**config.mk**
```make
export PLATFORM = sky130hd
export DESIGN_NAME = controlador_memoria_compartilhada
export DESIGN_NICKNAME = d
export VERILOG_FILES = /design/src/rtl/controlador_memoria_compartilhada_pkg.sv /design/src/rtl/controlador_memoria_compartilhada_arbitro_rr2.sv /design/src/rtl/controlador_memoria_compartilhada.sv
export SDC_FILE = /design/constraint.sdc
export NUM_CORES = 1
export LEC_CHECK = 0
export BUFFER_PORTS_ARGS = -buffer_cell sky130_fd_sc_hd__buf_2
export CAP_MARGIN = 5
export CORE_ASPECT_RATIO = 0.9
export CORE_UTILIZATION = 40
export CTS_CLUSTER_SIZE = 10
export DETAILED_ROUTE_END_ITERATION = 7
export GPL_ROUTABILITY_DRIVEN = 1
export PLACE_DENSITY = 0.82
export SLEW_MARGIN = 30
export SYNTH_ARGS = -nofsm -noshare
export SYNTH_HDL_FRONTEND = slang
export SYNTH_SLANG_ARGS = --single-unit
```
**constraint.sdc**
```tcl
create_clock -name clock -period 2.4 [get_ports clock]
set_input_delay 0 -clock clock [delete_from_list [all_inputs] [get_ports clock]]
set_output_delay 0 -clock clock [all_outputs]
set_load 0.1 [all_outputs]
```
**src/rtl/controlador_memoria_compartilhada_pkg.sv**
```systemverilog
// Shared types and constants for the shared data/instruction memory controller.
package controlador_memoria_compartilhada_pkg;

  typedef enum logic [1:0] {
    OCIOSO   = 2'd0,
    ESCRITA  = 2'd1,
    LEITURA  = 2'd2,
    RESPOSTA = 2'd3
  } estado_t;

  // Source ids double as bit positions in the arbiter request/grant vectors.
  localparam logic FONTE_INST = 1'b0;
  localparam logic FONTE_DADO = 1'b1;

  localparam int PROFUNDIDADE_PADRAO = 512;
  localparam int LARG_DADOS_PADRAO   = 32;
  localparam int LARG_END_PADRAO     = 32;

endpackage

```
**src/rtl/controlador_memoria_compartilhada_arbitro_rr2.sv**
```systemverilog
// Two-input round-robin arbiter; the data port wins unless it also won last time
// and the instruction port is competing.
import controlador_memoria_compartilhada_pkg::*;

module arbitro_rr2 (
  input  logic       clock,
  input  logic       reset,
  input  logic [1:0] req,
  input  logic       atualiza,
  output logic [1:0] gnt
);

  logic ultimo_dado_q;
  logic ultimo_dado_d;

  always_comb begin
    gnt             = '0;
    gnt[FONTE_DADO] = req[FONTE_DADO] & ~(ultimo_dado_q & req[FONTE_INST]);
    gnt[FONTE_INST] = req[FONTE_INST] & ~gnt[FONTE_DADO];
    ultimo_dado_d   = ultimo_dado_q;
    if (atualiza && (gnt != 2'b00)) begin
      ultimo_dado_d = gnt[FONTE_DADO];
    end
  end

  // Cleared pointer means "last grant was instruction", so data is favoured.
  always_ff @(posedge clock) begin
    if (reset) begin
      ultimo_dado_q <= 1'b0;
    end else begin
      ultimo_dado_q <= ultimo_dado_d;
    end
  end

endmodule

```
**src/rtl/controlador_memoria_compartilhada.sv**
```systemverilog
// Initiator side of the shared memory: arbitrates fetch vs load/store, drives the
// memory strobes and returns data with a one-cycle valid pulse.
import controlador_memoria_compartilhada_pkg::*;

module controlador_memoria_compartilhada #(
  parameter int LARG_DADOS       = LARG_DADOS_PADRAO,
  parameter int LARG_END         = LARG_END_PADRAO,
  parameter int PROFUNDIDADE     = PROFUNDIDADE_PADRAO,
  parameter int LATENCIA_LEITURA = 1
) (
  input  logic                  clock,
  input  logic                  reset,
  input  logic                  inst_req,
  input  logic [LARG_END-1:0]   inst_end,
  output logic                  inst_ready,
  output logic                  inst_valido,
  output logic [LARG_DADOS-1:0] inst_dado,
  input  logic                  dado_req,
  input  logic                  dado_esc,
  input  logic [LARG_END-1:0]   dado_end,
  input  logic [LARG_DADOS-1:0] dado_wdata,
  output logic                  dado_ready,
  output logic                  dado_valido,
  output logic [LARG_DADOS-1:0] dado_rdata,
  output logic                  erro_end,
  output logic [LARG_END-1:0]   mem_endereco,
  output logic [LARG_DADOS-1:0] mem_indata,
  output logic                  mem_lerMem,
  output logic                  mem_escMem,
  input  logic [LARG_DADOS-1:0] mem_output
);

  localparam int LARG_CONT = (LATENCIA_LEITURA > 1) ? $clog2(LATENCIA_LEITURA + 1) : 1;
  localparam logic [LARG_END:0] LIMITE = (LARG_END + 1)'(PROFUNDIDADE);

  estado_t               estado_q, estado_d;
  logic [LARG_CONT-1:0]  cont_q, cont_d;
  logic [LARG_END-1:0]   end_q, end_d;
  logic [LARG_DADOS-1:0] wdata_q, wdata_d;
  logic                  fonte_q, fonte_d;
  logic                  erro_q, erro_d;
  logic [LARG_DADOS-1:0] inst_dado_q, inst_dado_d;
  logic [LARG_DADOS-1:0] dado_rdata_q, dado_rdata_d;

  logic                  ocioso;
  logic [1:0]            req;
  logic [1:0]            gnt;
  logic [LARG_END-1:0]   end_sel;

  assign ocioso                = (estado_q == OCIOSO);
  assign req[FONTE_INST]       = inst_req;
  assign req[FONTE_DADO]       = dado_req;

  arbitro_rr2 u_arbitro (
    .clock    (clock),
    .reset    (reset),
    .req      (req),
    .atualiza (ocioso),
    .gnt      (gnt)
  );

  assign inst_ready   = ocioso & gnt[FONTE_INST];
  assign dado_ready   = ocioso & gnt[FONTE_DADO];
  assign end_sel      = dado_ready ? dado_end : inst_end;

  assign mem_lerMem   = (estado_q == LEITURA);
  assign mem_escMem   = (estado_q == ESCRITA);
  assign mem_endereco = end_q;
  assign mem_indata   = wdata_q;
  assign inst_valido  = (estado_q == RESPOSTA) && (fonte_q == FONTE_INST);
  assign dado_valido  = (estado_q == RESPOSTA) && (fonte_q == FONTE_DADO);
  assign erro_end     = (estado_q == RESPOSTA) && erro_q;
  assign inst_dado    = inst_dado_q;
  assign dado_rdata   = dado_rdata_q;

  always_comb begin
    estado_d     = estado_q;
    cont_d       = cont_q;
    end_d        = end_q;
    wdata_d      = wdata_q;
    fonte_d      = fonte_q;
    erro_d       = erro_q;
    inst_dado_d  = inst_dado_q;
    dado_rdata_d = dado_rdata_q;
    case (estado_q)
      OCIOSO: begin
        if (inst_ready || dado_ready) begin
          fonte_d = dado_ready ? FONTE_DADO : FONTE_INST;
          end_d   = end_sel;
          wdata_d = dado_ready ? dado_wdata : '0;
          cont_d  = LARG_CONT'(LATENCIA_LEITURA);
          if ({1'b0, end_sel} >= LIMITE) begin
            // Out-of-range: skip the memory entirely and answer with zero data.
            erro_d   = 1'b1;
            estado_d = RESPOSTA;
            if (dado_ready) dado_rdata_d = '0;
            else            inst_dado_d  = '0;
          end else begin
            erro_d   = 1'b0;
            estado_d = (dado_ready && dado_esc) ? ESCRITA : LEITURA;
          end
        end
      end
      ESCRITA: begin
        estado_d     = RESPOSTA;
        dado_rdata_d = '0;
      end
      LEITURA: begin
        if (cont_q == '0) begin
          estado_d = RESPOSTA;
          if (fonte_q == FONTE_INST) inst_dado_d  = mem_output;
          else                       dado_rdata_d = mem_output;
        end else begin
          cont_d = cont_q - 1'b1;
        end
      end
      RESPOSTA: estado_d = OCIOSO;
      default:  estado_d = OCIOSO;
    endcase
  end

  always_ff @(posedge clock) begin
    if (reset) begin
      estado_q     <= OCIOSO;
      cont_q       <= '0;
      end_q        <= '0;
      wdata_q      <= '0;
      fonte_q      <= FONTE_DADO;
      erro_q       <= 1'b0;
      inst_dado_q  <= '0;
      dado_rdata_q <= '0;
    end else begin
      estado_q     <= estado_d;
      cont_q       <= cont_d;
      end_q        <= end_d;
      wdata_q      <= wdata_d;
      fonte_q      <= fonte_d;
      erro_q       <= erro_d;
      inst_dado_q  <= inst_dado_d;
      dado_rdata_q <= dado_rdata_d;
    end
  end

endmodule

```
Word level (Yosys, flattened, before mapping). Index checks and enable logic that the tools add are counted.

$add $sub $neg: 1. Magnitude comparators: 1. Equality and inequality tests: 10. Mux-type cells: 24. Bitwise operators: 8. Reductions and logical operators: 15.

Operators with widths (number): 32-bit two-way mux (12); 32-bit one-hot mux with 3 select lines (1); 32-bit one-hot mux with 2 select lines (1); 32-bit by 10-bit greater-or-equal comparator with 1-bit output (second input constant) (1); 6-bit AND reduction (2); 2-bit two-way mux (4); 2-bit != test (second input constant) (4); 2-bit one-hot mux with 4 select lines (1); 2-bit by 1-bit != test with 1-bit output (second input constant) (3); 2-bit AND reduction (3); 1-bit AND (5); 1-bit logical AND (5); 2-bit equality test (second input constant) (2); 1-bit two-way mux (4); 2-bit nonzero test (2); 1-bit inverter (3); 3-bit nonzero test (1); 2-bit by 1-bit equality test with 1-bit output (second input constant) (1); 2-bit zero test (1); 1-bit one-hot mux with 2 select lines (1); 1-bit logical OR (1); 1-bit subtractor (second input constant) (1).

Flip-flop bits (word level): 134. Input bits: 133.

Logic depth before layout (Yosys ltp). Gate-level depths: netlist of run 1.

Word-level depth: 9. Gate-level depth with buffers: 10. Mapped depth without buffers: 8.

Hierarchy. A second synthesis of run 1 with hierarchy kept.

Cells, all modules: 604. Area, all modules: 5408.9 um^2.

By module, submodules not included: controlador_memoria_compartilhada (instances 1, cells each 597, area each 5343.9 um^2, seq. area each 2662.6 um^2); arbitro_rr2 (instances 1, cells each 7, area each 65.1 um^2, seq. area each 20.0 um^2).

Least setup slack after synthesis of run 1. Ideal clock, no wire load.

Path type: register to register. Start: register estado_q[0]. End: register inst_dado_q[24], in the netlist inst_dado[24]. Library setup time: 0.139 ns. Arrival time: 2.508 ns. Required time: 2.261 ns. Setup slack: -0.247 ns. Stages on the path, launching flop included: 10. Period minus slack after synthesis: 2.647 ns. Path through: dfxtp_1 inv_1 ha_1 clkbuf_1 mux2i_1 nand3_1 a31oi_4 buf_6 nand2b_4 a21oi_2.

Elaborated cells between the ends (all ways): 15.

RTL lines: start, declared (line controlador_memoria_compartilhada.sv:36) `estado_t estado_q, estado_d;`; start signal, assigned (line controlador_memoria_compartilhada.sv:133) `estado_q <= estado_d;`; 2-bit equality test (*); via mem_lerMem (line controlador_memoria_compartilhada.sv:28) `output logic mem_lerMem,`; 2-bit != test (no source line) or 2-bit nonzero test (tied branches); 6-bit AND reduction (no source line); end signal, assigned (line controlador_memoria_compartilhada.sv:139) `inst_dado_q <= inst_dado_d;`; end, declared (line controlador_memoria_compartilhada.sv:42) `logic [LARG_DADOS-1:0] inst_dado_q, inst_dado_d;`.

The timed path passes the listed nets; every way through them passes the cells marked *. A chain may end at the register's enable or synchronous reset.

Worst setup path in the final report of run 1.
Start: register estado_q[0]. End: register end_q[30], in the netlist mem_endereco[30].

Word-level cells in the longest chain between the ends: 4. Elaborated cells between the ends (all ways): 6.

RTL lines: 2-bit zero test (*) (line controlador_memoria_compartilhada.sv:50, controlador_memoria_compartilhada.sv:85); 1-bit AND (on tied branches) (line controlador_memoria_compartilhada.sv:62, controlador_memoria_compartilhada.sv:63); 1-bit logical OR (line controlador_memoria_compartilhada.sv:87) `if (inst_ready || dado_ready) begin`; 2-bit AND reduction (no source line); end signal, assigned (line controlador_memoria_compartilhada.sv:135) `end_q <= end_d;`; end, declared (line controlador_memoria_compartilhada.sv:38) `logic [LARG_END-1:0] end_q, end_d;`.

Every way passes the cells marked *; elsewhere a longest branch is shown, timed or not.

==> run metrics, run 1 <==
hold depth=4; YS warnings=0; Area Growth Syn to Fin=56.3%; Place WS=0.181 ns; worst hold endpoint=mem_endereco[1]; vias per std cell=5.17; hold path startpoint=inst_end[1]; Slew Limit Fails=0; prevailing post-synth register cell=dfxtp_1; drc violations=0; Post-Route Skew=0.00906 ns; crit path max-delay cell type=dlygate4sd3_1; Placer Congestion=0.791; Mapped Nets=791; die span in x=131 µm; register area share after synthesis=44.5%; kind of critical path=flip-flop to flip-flop; Max H-tree Level=4; Final Util=64.1%; Critical path buffers and inverters=5; vias in the first global route=6,265; Overflow after GRT=0; Post-synth EDFFs=0; first-pass iteration count of the detailed router=5; CTS clk-pin slew, worst paths=0.06 ns; share of layout cells above drive strength 1=34.0%; # IOs=268; min cycle time layout=2.35 ns; setup bufs post-CTS=0; Final setup viols=0; Starting Density=41.0%; Sink Count=134; final worst slack=0.0451 ns; PwrDens=1330 nW/µm²; CP Max Fanout=19; CP endpoint kind=flip-flop; TritonCTS clock tree=done; worst path cell trace=inv_1 > ha_4 > buf_12 > nand3_4 > inv_4 > buf_12 > mux2i_1 > a211oi_2 > dlygate4sd3_1; Tcrit/Tclk final=98.1%; Num CTS Buffers=17; n_diodes=0; row cnt=42; CP required=2.69 ns; Hold Vio Cnt, Final=0; CP top delay family=buffers and inverters; worst-case vdd ir drop=1.01 mV; clock tree buffer depth=2; leakage=4.14 nW; Yosys cell types=36; first-pass GRT wire length=31,000 µm; Via Count=6,364; Worst path most repeated cell=buf_12; total of max-cap violations=0; FF+latch count, synth=134; RR Endpoint=mem_endereco[30]; CP startpoint kind=flip-flop; GRT Total Usage=25.0%; Max stage delay on crit path=0.58 ns; clk_lat worst skew=0.41 ns; Post-Synthesis Cell Area=6030 µm²; die height=119 µm; Root Driver=clkbuf_16; Hold Crit Class=input pin to flip-flop; number of port buffers=267; Routed Antenna Nets=0; average cell area after synthesis=9.24 µm²; WL/cell=16.2 µm; pin count of the biggest net entering global routing=82; worst slew pin tran=0.517 ns; Core Box Area=14,700 µm²; Crit. path cell count=9; reg-to-reg startpoint=estado_q[0]; drt total wl=19,900 µm; die area=15,600 µm²; Worst EP arrival=2.65 ns; fmax=425 MHz; post-synthesis cell count=653; status=finished clean; asr flop ratio synth=0%; placed wire-length estimate=11,200 µm; nets=1,160; initial antenna violation count=0; Slew HR=65.8%; 1st-iter DRT viols=380; R2R Setup Slk=0.05 ns; FF-to-FF path depth=9
## metal layers
metal | global-route usage [%] | routed length (µm)
met5 | 0 | 0
met1 | 28.3 | 7830
met3 | 6.95 | 1330
met4 | 13.9 | 746
met2 | 42.6 | 10000
## layout by cell type, fill, tap and decap left out, types with 12 or more instances in the layout
master	instances
buf_2	265
dfxtp_1	134
dlygate4sd3_1	126
nand3_1	69
nand2b_1	56
mux2i_1	55
a21oi_1	55
nor2_1	44
nand3b_1	41
nand2_1	38
a211oi_1	28
clkbuf_16	18
a21oi_2	12
## worst max path at each step
| stage | startpoint | endpoint | slack, ns |
|---|---|---|---|
| after floorplan | estado_q[0] | inst_dado[24] | 0.04 |
| after global placement | estado_q[0] | inst_dado[27] | 0.30 |
| after detailed placement | estado_q[0] | inst_dado[18] | 0.18 |
| after CTS | estado_q[1] | mem_endereco[9] | 0.01 |
| after global routing | estado_q[0] | mem_endereco[30] | -0.09 |
| final | estado_q[0] | mem_endereco[30] | 0.05 |
## flip-flops by register name, indices dropped and copies added (netlist names)
signal / count
mem_indata: 32
estado_q: 2
dado_rdata: 32
u_arbitro.ultimo_dado_q: 1
cont_q: 1
inst_dado: 32
mem_endereco: 32
fonte_q: 1
erro_q: 1
## report_power, final
part	switching (W)	leakage, nW	internal (W)
Clock	0.000930	0.299	0.00174
Combinational	0.00513	2.74	0.00174
Sequential	0.000274	1.09	0.00269
Total	0.00634	4.14	0.00616
## worst register-to-register path: stages (launching register included)
cell,delay (ns)
dfxtp_1,0.36
inv_1,0.15
ha_4,0.18
buf_12,0.16
nand3_4,0.10
inv_4,0.11
buf_12,0.17
mux2i_1,0.31
a211oi_2,0.12
dlygate4sd3_1,0.58
## cells by family (layout without fill, tap and decap cells)
group                    count (synthesis)  in the layout  share of synthesized area [%]
AND/OR/NAND/NOR                        275            275                           26.1
flip-flops                             134            134                           44.5
AO/OA/AOI/OAI                          116            116                           12.5
buffers and inverters                   64            445                           5.66
multiplexers                            59             59                           10.2
adder cells (fa/ha/maj)                  5              5                           1.04
## stage by stage
step,cells,hold WS [ns],cell area [µm²],setup TNS [ns],power (W)
final,1232,0.0286,9430,0,0.0125
after global routing,1232,0.0585,9430,-0.0993,0.0130
after CTS,1231,0.000618,9340,0,0.0123
after detailed placement,1074,0.247,7470,0,0.00940
after global placement,1074,0.241,7470,0,0.00932
after floorplan,653,0.136,6040,0,0.00846
## synth_stat cells, types with 3 or more instances
| master | instances | area share (%) |
|---|---|---|
| dfxtp_1 | 134 | 44 |
| nand3_1 | 69 | 5.7 |
| mux2i_1 | 57 | 9.5 |
| nand2b_1 | 56 | 5.8 |
| a21oi_1 | 55 | 4.6 |
| nor2_1 | 44 | 2.7 |
| nand3b_1 | 41 | 5.1 |
| nand2_1 | 38 | 2.4 |
| clkbuf_1 | 34 | 2.1 |
| a211oi_1 | 32 | 4.0 |
| a21oi_2 | 12 | 1.7 |
| buf_6 | 11 | 2.1 |
| o21ai_0 | 11 | 0.91 |
| nand2b_4 | 8 | 1.8 |
| buf_2 | 6 | 0.50 |
| ha_1 | 5 | 1.0 |
| nor4_1 | 5 | 0.52 |
| buf_1 | 4 | 0.25 |
| buf_4 | 3 | 0.37 |
| inv_1 | 3 | 0.19 |
| nor3_1 | 3 | 0.25 |
| nor4_2 | 3 | 0.62 |
## cell type report
class	count	area [µm²]
repair buffers	408	2820
clock buffers	23	488
clock inverters	8	121
fillers	1104	5280
flip-flops and latches	134	2680
multi-input cells	455	3050
inverters	6	25.0
well taps	198	248
## repair_timing
action | in CTS | in global routing
hold endpoints to repair | 129 | 0
hold buffers | 126 | 0
setup endpoints to repair | 0 | 20
gates resized for setup | 0 | 14
(Power assumes the default switching activity.)
==> inputs of run 2 (changes only) <==
--- a/config.mk
+++ b/config.mk
@@ -12,8 +12,9 @@
 export CTS_CLUSTER_SIZE = 10
 export DETAILED_ROUTE_END_ITERATION = 7
 export GPL_ROUTABILITY_DRIVEN = 1
-export PLACE_DENSITY = 0.82
+export PLACE_DENSITY = 0.83
 export SLEW_MARGIN = 30
 export SYNTH_ARGS = -nofsm -noshare
 export SYNTH_HDL_FRONTEND = slang
+export SYNTH_HIERARCHICAL = 1
 export SYNTH_SLANG_ARGS = --single-unit
==> run metrics, run 2 <==
Area Growth Syn to Fin=63.5%; YS warnings=6; placed wire-length estimate=10,600 µm; count leader, synth=dfxtp_1; drt total wl=19,400 µm; Tcrit/Tclk final=92.2%; Slew HR=58.7%; top cell type's share of synthesized area=49.6%; Post-Synth Simple-Gate Area=23.3%; nets=1,122; commonest non-fill, non-tap cell in the layout=buf_2; Max H-tree Level=4; placed instance area=6890 µm²; WL/cell=16.7 µm; Yosys cell types=37; Post-Synthesis Cell Area=5410 µm²; FF+latch count, synth=134; die height=112 µm; Worst EP arrival=2.50 ns; Starting Density=41.8%; largest family of logic cells by synthesized area=simple AND/OR/NAND/NOR gates; most frequent cells in the layout=buf_2, dfxtp_1, dlygate4sd3_1; hold path startpoint=dado_end[8]; PwrDens=1330 nW/µm²; TritonCTS clock tree=done; fillcell total=866; fmax=452 MHz; clock power share=24.0%; prevailing post-synth register cell=dfxtp_1; Final setup viols=0; placed cells=998; Post-Synth XOR/XNOR Area=0%; CP startpoint kind=flip-flop; row cnt=39; drc violations=0; vias per std cell=5.35; first-pass GRT wire length=30,800 µm; Core Box Area=12,900 µm²; die span in x=125 µm; Comb power frac=51.1%; GRT Total Usage=27.7%; die area=14,000 µm²; Num CTS Buffers=17; clk_lat worst skew=0.42 ns; mux share of post-synthesis cell area=6.11%; # IOs=268; CP Max Fanout=32; Net Sw Frac=50.8%; CP Launch Point=estado_q[1]; CTS clk-pin slew, worst paths=0.06 ns; setup bufs post-CTS=0; kind of critical path=flip-flop to flip-flop; Finished Cell Area=8840 µm²; CP required=2.69 ns; largest area contributor in the netlist=dfxtp_1; Post-synth EDFFs=0; average cell area after synthesis=8.96 µm²; post-synthesis cell count=604; Mapped Nets=743; Synth Area in Adders=1.39%; Internal Dissipation=0.00577 W; Routed Antenna Nets=0; min cycle time layout=2.21 ns; Design Power=0.0117 W; number of port buffers=267; vias in the first global route=6,302; Reg power frac=25.0%; Finished Layout Cells=1,160; Commonest cells post-synth=dfxtp_1, nand2_1, nor2_1; first-pass iteration count of the detailed router=5; complex-gate fraction of the synthesized area=15.0%; Final Util=68.4%; CP endpoint kind=flip-flop; P_sw=0.00596 W; worst slew pin tran=0.620 ns; status=finished clean; register area share after synthesis=49.6%; Area contributors post-synth=dfxtp_1, nand2_1, mux2i_1; share of layout cells above drive strength 1=32.1%; Placer Congestion=0.815; Hold Crit Class=input pin to flip-flop; 1st-iter DRT viols=550; reg-to-reg startpoint=estado_q[1]; Sink Count=134; asr flop ratio synth=0%; Setup Total Neg Slack=0 ns; leakage=3.98 nW; initial antenna violation count=0; Root Driver=clkbuf_16; n_diodes=0; Slew Limit Fails=0; Hold Vio Cnt, Final=0; Post-Route Skew=0.00721 ns; clock tree buffer depth=2; RSZ-0062 raised after global routing=no; Overflow after GRT=0; total of max-cap violations=0; Via Count=6,204; pin count of the biggest net entering global routing=73; worst-case vdd ir drop=0.873 mV
==> run 2: changes by cell type in the layout (fill, tap and decap cells not counted), sizes merged, moves of 8 or more <==
cell / previous run / this run
a211oi: 32 / 0
a22oi: 1 / 33
nand2b: 64 / 33
o21ai: 11 / 34
mux2i: 59 / 33
nand3: 71 / 4
a21oi: 67 / 3
a311oi: 2 / 31
nand3b: 41 / 33
nand2: 39 / 101
nor2: 44 / 71
==> run 2: power by group through the flow <==
stage          sequential [W]  combinational [W]  clock (W)
4_1_cts               0.00290            0.00589    0.00284
3_5_place_dp          0.00293            0.00571          0
5_1_grt               0.00297            0.00623    0.00295
2_1_floorplan         0.00582            0.00184          0
3_3_place_gp          0.00293            0.00565          0
6_report              0.00293            0.00599    0.00281
==> run 2: repair_timing <==
| action | 4_1_cts | 5_1_grt |
|---|---|---|
| hold endpoints to repair | 133 | 0 |
| gates resized for setup | 0 | 4 |
| hold buffers | 130 | 0 |
| setup endpoints to repair | 0 | 76 |
==> run 2: final cells by class <==
cell class	instances	area (µm²)	area share, %
tap	164	205	2.32
multi-input combinational	413	2490	28.2
sequential	134	2680	30.3
clock buffer	21	470	5.32
clock inverter	11	171	1.94
inverter	8	30.0	0.340
timing repair buffer	409	2790	31.6
==> run 2: cell families after synthesis <==
family / after synthesis
DFF: 134
adders and majority gates: 6
and+or+nand+nor: 263
muxes: 33
buffers and inverters: 57
AOI/OAI and AO/OA: 111
==> run 2: path summary, 6_finish.rpt <==
check | endpoint | slack (ns) | depth (start not counted)
worst max-delay path | inst_dado[12] | 0.19 | 9
worst max register to register | inst_dado[12] | 0.19 | 9
worst min register to register | inst_dado[3] | 0.47 | 2
worst min-delay path | mem_endereco[8] | 0.14 | 3
==> run 2: stage by stage <==
step | hold slack (ns) | setup WS, ns
final | 0.136 | 0.188
after global routing | 0.0977 | 0.0476
after CTS | 0.0461 | 0.0943
after detailed placement | 0.256 | 0.110
after global placement | 0.244 | 0.265
after floorplan | 0.0624 | 0.0357
==> run 2: routing by layer <==
layer	vias to the layer above	track usage (%)	part of all wire, %
met5	-	0	0
met2	385	46.5	49
met4	0	16.9	4.5
met3	85	8.96	8.0
li1	2863	-	-
met1	2871	30.7	39
==> run 2: critical path: stages (launching register included) <==
cell and delay (ns):
dfxtp_1 0.36, inv_1 0.12, ha_2 0.32, nand2_2 0.13
inv_1 0.12, nand4_1 0.19, o22ai_2 0.37, a21oi_4 0.11
buf_12 0.19, mux2i_1 0.15
==> inputs of run 3 (changes only) <==
--- a/config.mk
+++ b/config.mk
@@ -5,6 +5,7 @@
 export SDC_FILE = /design/constraint.sdc
 export NUM_CORES = 1
 export LEC_CHECK = 0
+export ABC_AREA = 1
 export BUFFER_PORTS_ARGS = -buffer_cell sky130_fd_sc_hd__buf_2
 export CAP_MARGIN = 5
 export CORE_ASPECT_RATIO = 0.9
@@ -12,7 +13,7 @@
 export CTS_CLUSTER_SIZE = 10
 export DETAILED_ROUTE_END_ITERATION = 7
 export GPL_ROUTABILITY_DRIVEN = 1
-export PLACE_DENSITY = 0.83
+export PLACE_DENSITY = 0.81
 export SLEW_MARGIN = 30
 export SYNTH_ARGS = -nofsm -noshare
 export SYNTH_HDL_FRONTEND = slang
==> run metrics, run 3 <==
largest area contributor in the netlist=dfxtp_1; CP startpoint kind=flip-flop; failing checks=negative hold slack; Post-Synth Simple-Gate Area=30.9%; Area contributors post-synth=dfxtp_1, nand2_1, a21oi_1; register area share after synthesis=44.4%; YS warnings=6; Core Box Area=14,700 µm²; initial antenna violation count=0; Slew HR=64.2%; # IOs=268; Overflow after GRT=0; Root Driver=clkbuf_16; Num CTS Buffers=17; n_diodes=0; first-pass iteration count of the detailed router=7; TritonCTS clock tree=done; FF+latch count, synth=134; count leader, synth=nand2_1; mux share of post-synthesis cell area=0%; Post-Synthesis Cell Area=6050 µm²; prevailing post-synth register cell=dfxtp_1; Post-Route Skew=0.00921 ns; CP Max Fanout=30; pin count of the biggest net entering global routing=65; Post-synth EDFFs=0; first-pass GRT wire length=33,000 µm; average cell area after synthesis=6.85 µm²; worst slew pin tran=0.537 ns; fmax=438 MHz; Commonest cells post-synth=nand2_1, dfxtp_1, nor2_1, a21oi_1, inv_1; Tcrit/Tclk final=95.2%; total of max-cap violations=0; status=finished, violations left; Routed Antenna Nets=0; Mapped Nets=1,022; nets=1,400; die height=119 µm; Placer Congestion=0.814; Starting Density=41.1%; asr flop ratio synth=0%; clock tree buffer depth=2; Slew Limit Fails=0; commonest non-fill, non-tap cell in the layout=nand2_1; WL/cell=14.3 µm; drc violations=0; die span in x=132 µm; vias in the first global route=6,988; Max H-tree Level=4; kind of critical path=flip-flop to flip-flop; row cnt=42; CP endpoint kind=flip-flop; largest family of logic cells by synthesized area=simple AND/OR/NAND/NOR gates; fillcell total=1,133; Synth Area in Adders=1.24%; Yosys cell types=25; most frequent cells in the layout=nand2_1, buf_2, dfxtp_1; Area Growth Syn to Fin=57.8%; GRT Total Usage=26.4%; CTS clk-pin slew, worst paths=0.06 ns; placed cells=1,308; Finished Layout Cells=1,472; Worst EP arrival=2.59 ns; CP required=2.70 ns; top cell type's share of synthesized area=44.4%; die area=15,600 µm²; number of port buffers=267; Via Count=7,246; Final setup viols=0; drt total wl=21,000 µm; Hold Vio Cnt, Final=1; post-synthesis cell count=883; Hold Crit Class=input pin to flip-flop; vias per std cell=4.92; 1st-iter DRT viols=425; complex-gate fraction of the synthesized area=13.0%; worst hold slack=-0.0182 ns; share of layout cells above drive strength 1=27.1%; Sink Count=134; clk_lat worst skew=0.41 ns; min cycle time layout=2.28 ns; placed wire-length estimate=12,000 µm; Post-Synth XOR/XNOR Area=0%
==> run 3: cell types whose count changed after synthesis, moves of 11 or more <==
cell,change
inv_1,+68
nand3_1,+50
nor2_1,+41
a311oi_1,-31
nand2b_1,-33
nand3b_1,-33
a22oi_1,-33
a21oi_1,+103
nand3_2,+11
mux2i_1,-33
nand2_1,+166
==> run 3: area by class of cell <==
cell class,count,area (µm²),area share [%]
Clock buffer,19,443,4.64
Timing Repair Buffer,421,2930,30.7
Tap cell,198,248,2.60
Sequential cell,134,2680,28.1
Inverter,77,289,3.03
Clock inverter,13,169,1.77
Multi-Input combinational cell,610,2770,29.1
==> run 3: logic make-up after synthesis <==
kind of cell             count (synthesis)
AO/OA/AOI/OAI                          153
AND/OR/NAND/NOR                        450
buffers and inverters                  140
flip-flops                             134
adder cells (fa/ha/maj)                  6
==> run 3: worst paths after layout <==
check	slack, ns	to	start	cells after the start
setup reg to reg	0.12	inst_dado[24]	estado_q[1]	14
setup / recovery	0.12	inst_dado[24]	estado_q[1]	14
hold reg to reg	0.46	mem_indata[24]	mem_indata[24]	2
hold / removal	-0.02	mem_endereco[8]	inst_end[8]	5
==> run 3: critical path: stages (launching register included) <==
cell	delay, ns
dfxtp_1	0.30
inv_1	0.12
ha_4	0.22
nand2_4	0.14
o21ai_0	0.31
nand2_1	0.10
nor2_1	0.10
nand2_1	0.09
nor2_4	0.13
nand3_4	0.14
nand2_1	0.14
buf_12	0.18
nand2_1	0.08
nand2_1	0.07
nor2_1	0.04
==> run 3: repair_timing <==
| action | in CTS | in global routing |
|---|---|---|
| hold buffers | 131 | 0 |
| resized for setup | 0 | 5 |
| buffers inserted | 0 | 0 |
| endpoints found under the hold margin | 129 | 0 |
| endpoints found under the setup margin | 0 | 64 |
==> run 3: stage by stage <==
stage                     worst slack (ns)  util [%]  TNS (ns)  area, µm²
after floorplan                    -0.0291         -    -0.159       6050
after global placement               0.132      51.5         0       7580
after detailed placement            0.0270      51.5         0       7580
after CTS                           0.0257      64.6         0       9500
after global routing               -0.0211      64.8   -0.0500       9540
final                                0.116      64.8         0       9540
==> run 3: per-layer routing <==
metal  part of all wire (%)  global-route usage [%]
met4                    3.9                    15.4
met5                      0                       0
met3                    8.2                    7.38
met2                     48                    44.6
met1                     40                    29.8
Power of run 3 is not shown: default switching activity piles up to over one toggle a cycle in this logic, so the estimate is an artifact.
